[src/rtl/ppb_serial_link.sv]
`default_nettype none
// ============================================================================
// Module : ppb_serial_link
// Panel-side SPI mode-0 target: frames device_inputs in, device_outputs out.
// Option : define PPB_LINK_PARITY_EN to append an even-parity bit per direction.
// Rev    : 1.0
// ============================================================================
module ppb_serial_link #(
  parameter int IN_BITS     = 60,
  parameter int OUT_BITS    = 120,
  parameter int FRAME_BITS  = 120,
  parameter int SYNC_STAGES = 2
) (
  input  logic                clk,
  input  logic                reset,
  input  logic                sclk,
  input  logic                cs_n,
  input  logic                mosi,
  output logic                miso,
  input  logic [0:OUT_BITS-1] device_outputs,
  output logic [0:IN_BITS-1]  device_inputs,
  output logic                frame_valid,
  output logic                frame_error,
  output logic                busy
);

`ifdef PPB_LINK_PARITY_EN
  localparam bit PARITY_EN = 1'b1;
`else
  localparam bit PARITY_EN = 1'b0;
`endif

  localparam int               FRAME_LEN = FRAME_BITS + (PARITY_EN ? 1 : 0);
  localparam int               CNT_W     = $clog2(FRAME_LEN + 2);
  localparam logic [CNT_W-1:0] CNT_LEN   = CNT_W'(FRAME_LEN);
  localparam logic [CNT_W-1:0] CNT_MAX   = CNT_W'(FRAME_LEN + 1);

  typedef enum logic [1:0] {
    S_IDLE  = 2'd0,
    S_SHIFT = 2'd1,
    S_DONE  = 2'd2
  } state_t;

  // One extra stage on sclk/cs_n holds the previous synchronised level for edge detection.
  logic [SYNC_STAGES:0]   sclk_pipe;
  logic [SYNC_STAGES:0]   cs_pipe;
  logic [SYNC_STAGES-1:0] mosi_pipe;

  logic sclk_s, sclk_prev, cs_s, cs_prev, mosi_s;
  logic sclk_rise, sclk_fall, cs_rise, cs_fall;

  state_t               state;
  logic [CNT_W-1:0]     cnt;
  logic [0:IN_BITS-1]   in_sr;
  logic [0:OUT_BITS-1]  out_sr;
  logic                 tx_par;
  logic                 rx_par;
  logic                 restart;
  logic                 tx_bit;

  always_ff @(posedge clk) begin
    if (!reset) begin
      sclk_pipe <= '0;
      cs_pipe   <= '1;
      mosi_pipe <= '0;
    end else begin
      sclk_pipe <= {sclk_pipe[SYNC_STAGES-1:0], sclk};
      cs_pipe   <= {cs_pipe[SYNC_STAGES-1:0], cs_n};
      mosi_pipe <= {mosi_pipe[SYNC_STAGES-2:0], mosi};
    end
  end

  assign sclk_s    = sclk_pipe[SYNC_STAGES-1];
  assign sclk_prev = sclk_pipe[SYNC_STAGES];
  assign cs_s      = cs_pipe[SYNC_STAGES-1];
  assign cs_prev   = cs_pipe[SYNC_STAGES];
  assign mosi_s    = mosi_pipe[SYNC_STAGES-1];

  assign sclk_rise = sclk_s & ~sclk_prev;
  assign sclk_fall = ~sclk_s & sclk_prev;
  assign cs_rise   = cs_s & ~cs_prev;
  assign cs_fall   = ~cs_s & cs_prev;

  // Bit presented after the sclk fall that follows receive bit (cnt-1).
  always_comb begin
    tx_bit = 1'b0;
    for (int i = 0; i < OUT_BITS; i++) begin
      if (cnt == CNT_W'(i)) tx_bit = out_sr[i];
    end
    if (PARITY_EN && cnt == CNT_W'(FRAME_BITS)) tx_bit = tx_par;
  end

  always_ff @(posedge clk) begin
    if (!reset) begin
      state         <= S_IDLE;
      cnt           <= '0;
      in_sr         <= '0;
      out_sr        <= '0;
      tx_par        <= 1'b0;
      rx_par        <= 1'b0;
      restart       <= 1'b0;
      device_inputs <= '0;
      miso          <= 1'b0;
      frame_valid   <= 1'b0;
      frame_error   <= 1'b0;
      busy          <= 1'b0;
    end else begin
      frame_valid <= 1'b0;
      frame_error <= 1'b0;
      case (state)
        S_IDLE: begin
          miso    <= 1'b0;
          restart <= 1'b0;
          // A fall seen while in DONE has no edge left to detect here; restart covers it.
          if (cs_fall || (restart && !cs_s)) begin
            state  <= S_SHIFT;
            out_sr <= device_outputs;
            tx_par <= ^device_outputs;
            miso   <= device_outputs[0];
            cnt    <= '0;
            in_sr  <= '0;
            rx_par <= 1'b0;
            busy   <= 1'b1;
          end
        end
        S_SHIFT: begin
          if (cs_rise) begin
            state <= S_DONE;
          end else if (sclk_rise) begin
            for (int i = 0; i < IN_BITS; i++) begin
              if (cnt == CNT_W'(i)) in_sr[i] <= mosi_s;
            end
            if (cnt < CNT_LEN) rx_par <= rx_par ^ mosi_s;
            if (cnt != CNT_MAX) cnt <= cnt + 1'b1;
          end else if (sclk_fall) begin
            miso <= tx_bit;
          end
        end
        S_DONE: begin
          state   <= S_IDLE;
          busy    <= 1'b0;
          miso    <= 1'b0;
          restart <= ~cs_s;
          if (cnt == CNT_LEN && (!PARITY_EN || !rx_par)) begin
            device_inputs <= in_sr;
            frame_valid   <= 1'b1;
          end else begin
            frame_error <= 1'b1;
          end
        end
        default: state <= S_IDLE;
      endcase
    end
  end

endmodule
`default_nettype wire

[config.mk]
export PLATFORM = sky130hd
export DESIGN_NAME = ppb_serial_link
export DESIGN_NICKNAME = d
export VERILOG_FILES = /design/src/rtl/ppb_serial_link.sv
export SDC_FILE = /design/constraint.sdc
export NUM_CORES = 1
export LEC_CHECK = 0
export ABC_AREA = 0
export CORE_ASPECT_RATIO = 0.75
export CORE_UTILIZATION = 49
export CTS_BUF_LIST = sky130_fd_sc_hd__clkbuf_8 sky130_fd_sc_hd__clkbuf_16
export CTS_CLUSTER_SIZE = 24
export DETAILED_ROUTE_END_ITERATION = 8
export MAX_ROUTING_LAYER = met4
export PLACE_DENSITY = 0.79
export SKIP_CTS_REPAIR_TIMING = 1
export SYNTH_ARGS = -nofsm -noshare
export SYNTH_HDL_FRONTEND = slang
export SYNTH_SLANG_ARGS = --single-unit
[constraint.sdc]
create_clock -name clk -period 2.3 [get_ports clk]
set_input_delay 0.69 -clock clk [delete_from_list [all_inputs] [get_ports clk]]
set_output_delay 0.69 -clock clk [all_outputs]
set_load 0.01 [all_outputs]
==> results of run 1 <==
## sequential cells by signal, summed over array words and instances (netlist names)
register,flops
busy,1
cnt,7
cs_pipe,3
device_inputs,60
frame_error,1
frame_valid,1
in_sr,60
miso,1
mosi_pipe,2
out_sr,120
restart,1
sclk_pipe,3
state,2
## worst max path at each step
stage,startpoint,to,slack [ns],cells past startpoint
after floorplan,cnt[0],miso,0.02,10
after global placement,cnt[0],miso,-0.44,11
after detailed placement,cnt[0],miso,-0.48,11
after CTS,cnt[0],miso,-0.51,11
after global routing,cnt[0],miso,-0.36,12
final,cnt[1],miso,-0.22,12
## synthesized netlist by cell type (6+ instances only)
cell      count  share of area (%)
buf_2        18               0.77
clkbuf_1    104                3.3
a31oi_1       8               0.43
inv_1        15               0.48
and3b_1       6               0.45
o21ai_0      98                4.2
a21oi_1     222                9.5
nand3_1      21               0.90
ha_1          8               0.85
nor2_1      108                3.5
nand2_1     463                 15
o22ai_1       7               0.37
a22oi_1      56                3.6
and2_1        7               0.37
dfxtp_1     262                 45
nor2b_1       9               0.48
a221oi_1      6               0.45
nor3_1       10               0.43
nor3b_1       9               0.58
buf_6         7               0.67
nand2b_1     22                1.2
## routing by layer
metal	vias to the layer above	wire, µm
li1	5910	-
met3	77	3880
met2	607	17400
met1	5823	19400
met5	-	0
met4	0	981
## worst register-to-register path: stages (launching register included)
cell      delay [ns]
dfxtp_4         0.37
inv_4           0.08
ha_4            0.14
clkinv_1        0.22
buf_4           0.24
nor2_1          0.23
buf_4           0.24
nand3_1         0.10
a31oi_1         0.18
a211oi_1        0.10
o311a_1         0.12
or3_1           0.37
nand3_1         0.11
## area by class of cell
cell class              count  area [µm²]
inverters                  17        73.8
clock inverters            11         150
repair buffers            369        3380
well taps                 300         375
fillers                  1872        7230
diodes                      1        2.50
flip-flops and latches    262        5250
multi-input cells        1167        5960
clock buffers              37         813
## metrics by stage
stage | TNS, ns | cells | util, % | total power [mW] | setup WS [ns]
3_3_place_gp | -0.487 | 2109 | 63.9 | 5.95 | -0.439
5_1_grt | -0.428 | 2163 | 68.9 | 10.9 | -0.356
2_1_floorplan | 0 | 1580 | - | 5.44 | 0.0158
3_5_place_dp | -0.587 | 2109 | 63.9 | 5.96 | -0.483
4_1_cts | -1.01 | 2157 | 68.1 | 10.6 | -0.510
6_report | -0.224 | 2164 | 68.9 | 10.6 | -0.224
## cell families after synthesis
logic type      synth area share (%)
buf+inv                         5.54
fa+ha+maj                      0.854
mux                            0.352
simple gates                    24.6
compound gates                  23.6
xor+xnor                       0.373
flops                           44.7
## power groups by stage
stage          logic (mW)  clock network [mW]  registers [mW]
2_1_floorplan       0.674                   0            4.77
3_3_place_gp         1.15                   0            4.80
3_5_place_dp         1.16                   0            4.80
4_1_cts              1.17                4.68            4.70
5_1_grt              1.34                4.86            4.71
6_report             1.22                4.65            4.71
==> key figures, run 1 <==
Run status
  – Status: complete, but fails checks
  – Failing checks: setup timing

GRT
  – Met3 usage: 6.35%
  – Vias in the first global route: 11300
  – M1 GR Usage: 49.6%
  – Grt ovf: 0
  – Largest net degree at the start of global routing: 121
  – Busiest grt layer: met1
  – Initial antenna violation count: 1
  – GRT Total Usage: 34.6%
  – First-pass GRT wire length: 64.5 mm
  – Met2 Use GR: 49.4%

STA
  – Final setup margin: -0.224 ns
  – Endpoints failing hold: 0
  – RSZ-0062 raised after global routing: yes
  – Hold slack: 0.432 ns
  – Fmax: 396 MHz
  – Relative slew slack: 36.0%
  – Final period utilization: 110%
  – Clock skew: 0.0217 ns
  – Max Slew Vio Count: 0
  – Final setup fails: 1
  – Minimum clock period after layout: 2.52 ns
  – Slew @ Worst Pin: 0.950 ns

Finish
  – Area Overhead vs Synth: 36.6%
  – Share of cells above drive strength 1: 14.3%
  – Most common cell after layout, fill and taps aside: nand2_1
  – Most frequent cells in the layout: 462 x nand2_1, 260 x dfxtp_1, 222 x a21oi_1
  – Design area: 16000 µm²
  – Final Net Count: 1976

Logic synthesis
  – Seq/Total Area, Yosys: 44.7%
  – Mapped Cells: 1580
  – Most used DFF post-synth: dfxtp_1
  – Ys async rst share: 0%
  – EDFF count, synth: 0
  – Synth Warn #: 0
  – Mapped Nets: 1713
  – Post-Syn Area: 11700 µm²
  – Distinct cells, synth: 75
  – #FFs+latches synth: 262
  – Mapped Avg Cell Area: 7.42 µm²

Place
  – IO buf count: 188
  – Cell area after placement: 14900 µm²
  – Final HPWL DP: 30.0 mm
  – Routability cong.: 0.966

Min path
  – Hold Path Origin: cs_pipe[0]
  – Hold depth: 1
  – WHS Endpoint: cs_pipe[1]
  – Hold crit path type: reg2reg

Critical path
  – R2r worst-path depth: 12
  – Critical Path Start Type: flop
  – Critical path endpoint category: flop
  – Slowest cell on the critical path: dfxtp_4
  – CP bufs+invs: 4
  – Critical path class: reg2reg
  – Worst Path Max Fanout: 5
  – Worst r2r dst: miso
  – FF-to-FF Start: cnt[1]
  – CP cell instances: inv_4, ha_4, clkinv_1, buf_4, nor2_1, buf_4, nand3_1, a31oi_1, a211oi_1, o311a_1, or3_1, nand3_1
  – Worst EP required: 2.79 ns
  – Critical Path Max Stage Delay: 0.37 ns
  – Top delay family on crit path: simple AND/OR/NAND/NOR gates
  – Reg2Reg Setup Slack: -0.22 ns
  – Arr. time, crit path: 3.02 ns

Clock network
  – Worst-path clk slew: 0.07 ns
  – H-tree depth: 1
  – Root Driver: clkbuf_16
  – Clock buffer depth: 3
  – TritonCTS clock tree: built
  – Clk Latency, worst-skew pair: 0.55 ns
  – CTS buffer count: 26
  – CTS sink cnt: 262

Power
  – Comb pwr share: 11.5%
  – Leakage Power: 5.74 nW
  – Sw Ratio: 24.6%
  – PD cells: 660 nW/µm²
  – Clk pwr share: 44.0%
  – Switch Pwr: 2.60 mW
  – Peak supply drop: 0.467 mV
  – Sequential cell fraction of total power: 44.5%
  – Internal: 7.97 mW

Die
  – Die area: 24600 µm²
  – Die height: 136 µm
  – Starting Density: 50.5%
  – Die X: 181 µm
  – I/O Pins: 189
  – CORE AREA: 23200 µm²
  – Rows: 48

Drt
  – Detail Route Antenna Nets: 0
  – Vias: 12400
  – Drt drc: 0
  – TritonRoute pass-1 iters: 5
  – Wirelength per Cell: 19.2 µm
  – Vias per inst: 5.74
  – Final wirelength: 41.6 mm
  – DR iter-0 viols: 1258

Flow run
  – Maximum Capacitance Violations: 0
Note: power is estimated with default switching activity, not from simulation.
==> run 2, diff against run 1 <==
- SETUP_SLACK_MARGIN: not set -> 0.2
==> run 2 against run 1 <==
  * The run still ends with setup timing left
  * Sequential power hardly changed
  * Global-route usage is 0.058 points higher
  * Final cell count is 0.18% higher
  * Critical path depth is 1 higher
  * Via count is 1.7% higher
  * Worst hold slack worse by 0.010 ns
  * Non-clock buffer count is 7 higher
  * First-iteration DRC count is 21% higher
  * Clock skew is 0.0035 ns lower
  * Wire length is 4.9% higher
  * Sequential cell count stayed put
  * Largest power group unchanged
  * Highest routed layer unchanged
==> key figures, run 2 (synthesized netlist as in run 1, its figures left out) <==
Clock network
  – TritonCTS clock tree: built
  – Clk Latency, worst-skew pair: 0.54 ns (about the same)
  – CTS buffer count: 25 (-3.8%)
  – Worst-path clk slew: 0.07 ns (about the same)
  – Clock buffer depth: 3 (unchanged)
  – H-tree depth: 1 (unchanged)
  – Root Driver: clkbuf_16
  – CTS sink cnt: 262 (unchanged)

GRT
  – Met3 usage: 5.38% (-0.96 points)
  – M1 GR Usage: 50.3% (+0.67 points)
  – First-pass GRT wire length: 64.6 mm (about the same)
  – Vias in the first global route: 11400 (+1.1%)
  – GRT Total Usage: 34.6% (+0.058 points)
  – Initial antenna violation count: 0 (-1)
  – Grt ovf: 0 (unchanged)
  – Busiest grt layer: met1
  – Met2 Use GR: 49.7% (+0.34 points)
  – Largest net degree at the start of global routing: 132 (+9.1%)

Die
  – I/O Pins: 189 (unchanged)
  – Die X: 181 µm (unchanged)
  – Die area: 24600 µm² (unchanged)
  – CORE AREA: 23200 µm² (unchanged)
  – Die height: 136 µm (unchanged)
  – Rows: 48 (unchanged)
  – Starting Density: 50.5% (unchanged)

Power
  – Peak supply drop: 0.508 mV (+8.7%)
  – Leakage Power: 6.90 nW (+20%)
  – PD cells: 619 nW/µm² (-6.2%)

Finish
  – Most frequent cells in the layout: 460 x nand2_1, 257 x dfxtp_1, 220 x a21oi_1
  – Fin util: 69.8% (+0.88 points)
  – Max reg flops: 120 (unchanged)
  – Diode count: 0 (-1)
  – Area Overhead vs Synth: 38.3%
  – Largest registers: out_sr x120, device_inputs x60, in_sr x60
  – Fillers: 1867 (-0.27%)
  – Biggest register: out_sr
  – Share of cells above drive strength 1: 15.6% (+1.3 points)
  – Final Net Count: 1982 (+0.30%)
  – Most common cell after layout, fill and taps aside: nand2_1

STA
  – Endpoints failing hold: 0 (unchanged)
  – RSZ-0062 raised after global routing: yes
  – Relative slew slack: 58.5% (+22 points)
  – Hold slack: 0.421 ns (-0.0103 ns)
  – Slew @ Worst Pin: 0.623 ns (-0.327 ns)
  – Final period utilization: 110% (about the same)
  – Max Slew Vio Count: 0 (unchanged)
  – Clock skew: 0.0182 ns (-0.00349 ns)
  – Fmax: 396 MHz (about the same)
  – Final setup fails: 3 (+2)
  – Final setup margin: -0.225 ns (-0.000967 ns)
  – Minimum clock period after layout: 2.52 ns (+0.000967 ns)

Place
  – Final HPWL DP: 30.6 mm (+2.0%)
  – Routability cong.: 1.01 (+4.5%)
  – IO buf count: 188 (unchanged)
  – Place WS: -0.379 ns (+0.104 ns)

Drt
  – Wirelength per Cell: 20.1 µm (+4.7%)
  – Vias per inst: 5.82 (+1.5%)
  – Drt drc: 0 (unchanged)
  – TritonRoute pass-1 iters: 7 (+2)
  – Detail Route Antenna Nets: 0 (unchanged)
  – Vias: 12600 (+1.7%)
  – DR iter-0 viols: 1517 (+21%)
  – Final wirelength: 43.7 mm (+4.9%)

Critical path
  – CP cell instances: inv_2, buf_4, ha_4, or3b_4, buf_4, buf_4, nor3_2, o21ai_0, nor4b_1, o2111ai_1, a21oi_2, o311ai_1, nand3_1
  – Critical Path Start Type: flop
  – Arr. time, crit path: 2.94 ns (-0.08 ns)
  – Top delay family on crit path: simple AND/OR/NAND/NOR gates
  – Slowest cell on the critical path: or3b_4
  – Critical Path Max Stage Delay: 0.40 ns (+0.03 ns)
  – Worst EP required: 2.72 ns (-0.07 ns)
  – Worst Path Max Fanout: 8 (+3)
  – CP bufs+invs: 4 (unchanged)
  – CP most frequent cell: buf_4
  – Critical path endpoint category: flop
  – Critical path class: reg2reg

Run status
  – Failing checks: setup timing
  – Status: complete, but fails checks

Min path
  – Hold crit path type: reg2reg

Flow run
  – Maximum Capacitance Violations: 0 (unchanged)
## run 2: cell types whose count changed in the layout (fill, tap and decap cells not counted), moves of 3 or more
cell             delta
or3b_1              -3
dlymetal6s2s_1     +61
clkdlybuf4s50_1    -61
or3b_4              +4
dfxtp_2             +3
dfxtp_1             -3
clkbuf_8            -5
inv_1               +4
inv_2               +4
clkinv_2            +4
buf_4               +6
buf_6               -3
## run 2: metal layers
metal | wire length [µm] | vias up | share of wire [%]
met4 | 849 | 0 | 1.9
met1 | 20500 | 5974 | 47
met5 | 0 | - | 0
met2 | 18300 | 652 | 42
li1 | - | 5925 | -
met3 | 3960 | 73 | 9.1
## run 2: worst register-to-register path, delay by kind of cell, from the launching register on
kind	cells	cell delay [ns]
DFF	1	0.37
AOI/OAI and AO/OA	4	0.54
adders and majority gates	1	0.16
and+or+nand+nor	4	0.81
buffers and inverters	4	0.52
## run 2: layout make-up
| class | instances | area, µm² | share of cell area [%] |
|---|---|---|---|
| sequential | 262 | 5260 | 32.4 |
| multi-input combinational | 1167 | 6090 | 37.5 |
| timing repair buffer | 376 | 3630 | 22.4 |
| clock inverter | 16 | 105 | 0.648 |
| inverter | 17 | 68.8 | 0.424 |
| tap | 300 | 375 | 2.31 |
| clock buffer | 30 | 694 | 4.28 |
## run 2: final timing paths
path	to	slack [ns]	from	depth (start not counted)
hold reg to reg	cs_pipe[1]	0.42	cs_pipe[0]	1
setup / recovery	miso	-0.22	cnt[1]	13
hold / removal	cs_pipe[1]	0.42	cs_pipe[0]	1
setup reg to reg	miso	-0.22	cnt[1]	13
## run 2: per-stage QoR
step / setup TNS (ns) / power [mW] / area (µm²) / instances
final: -0.286 / 10.0 / 16200 / 2168
after CTS: -0.379 / 9.96 / 15700 / 2155
after global routing: -1.22 / 10.4 / 16200 / 2168
after detailed placement: -3.77 / 5.98 / 14900 / 2109
after global placement: -5.23 / 5.96 / 14900 / 2109
after floorplan: 0 / 5.45 / 11800 / 1580
## run 2: power by group
part           internal [mW]  switching (mW)  leakage, nW
clock                   2.25            1.80        0.420
combinational          0.575           0.707         4.36
sequential              4.63          0.0774         2.12
total                   7.46            2.59         6.90
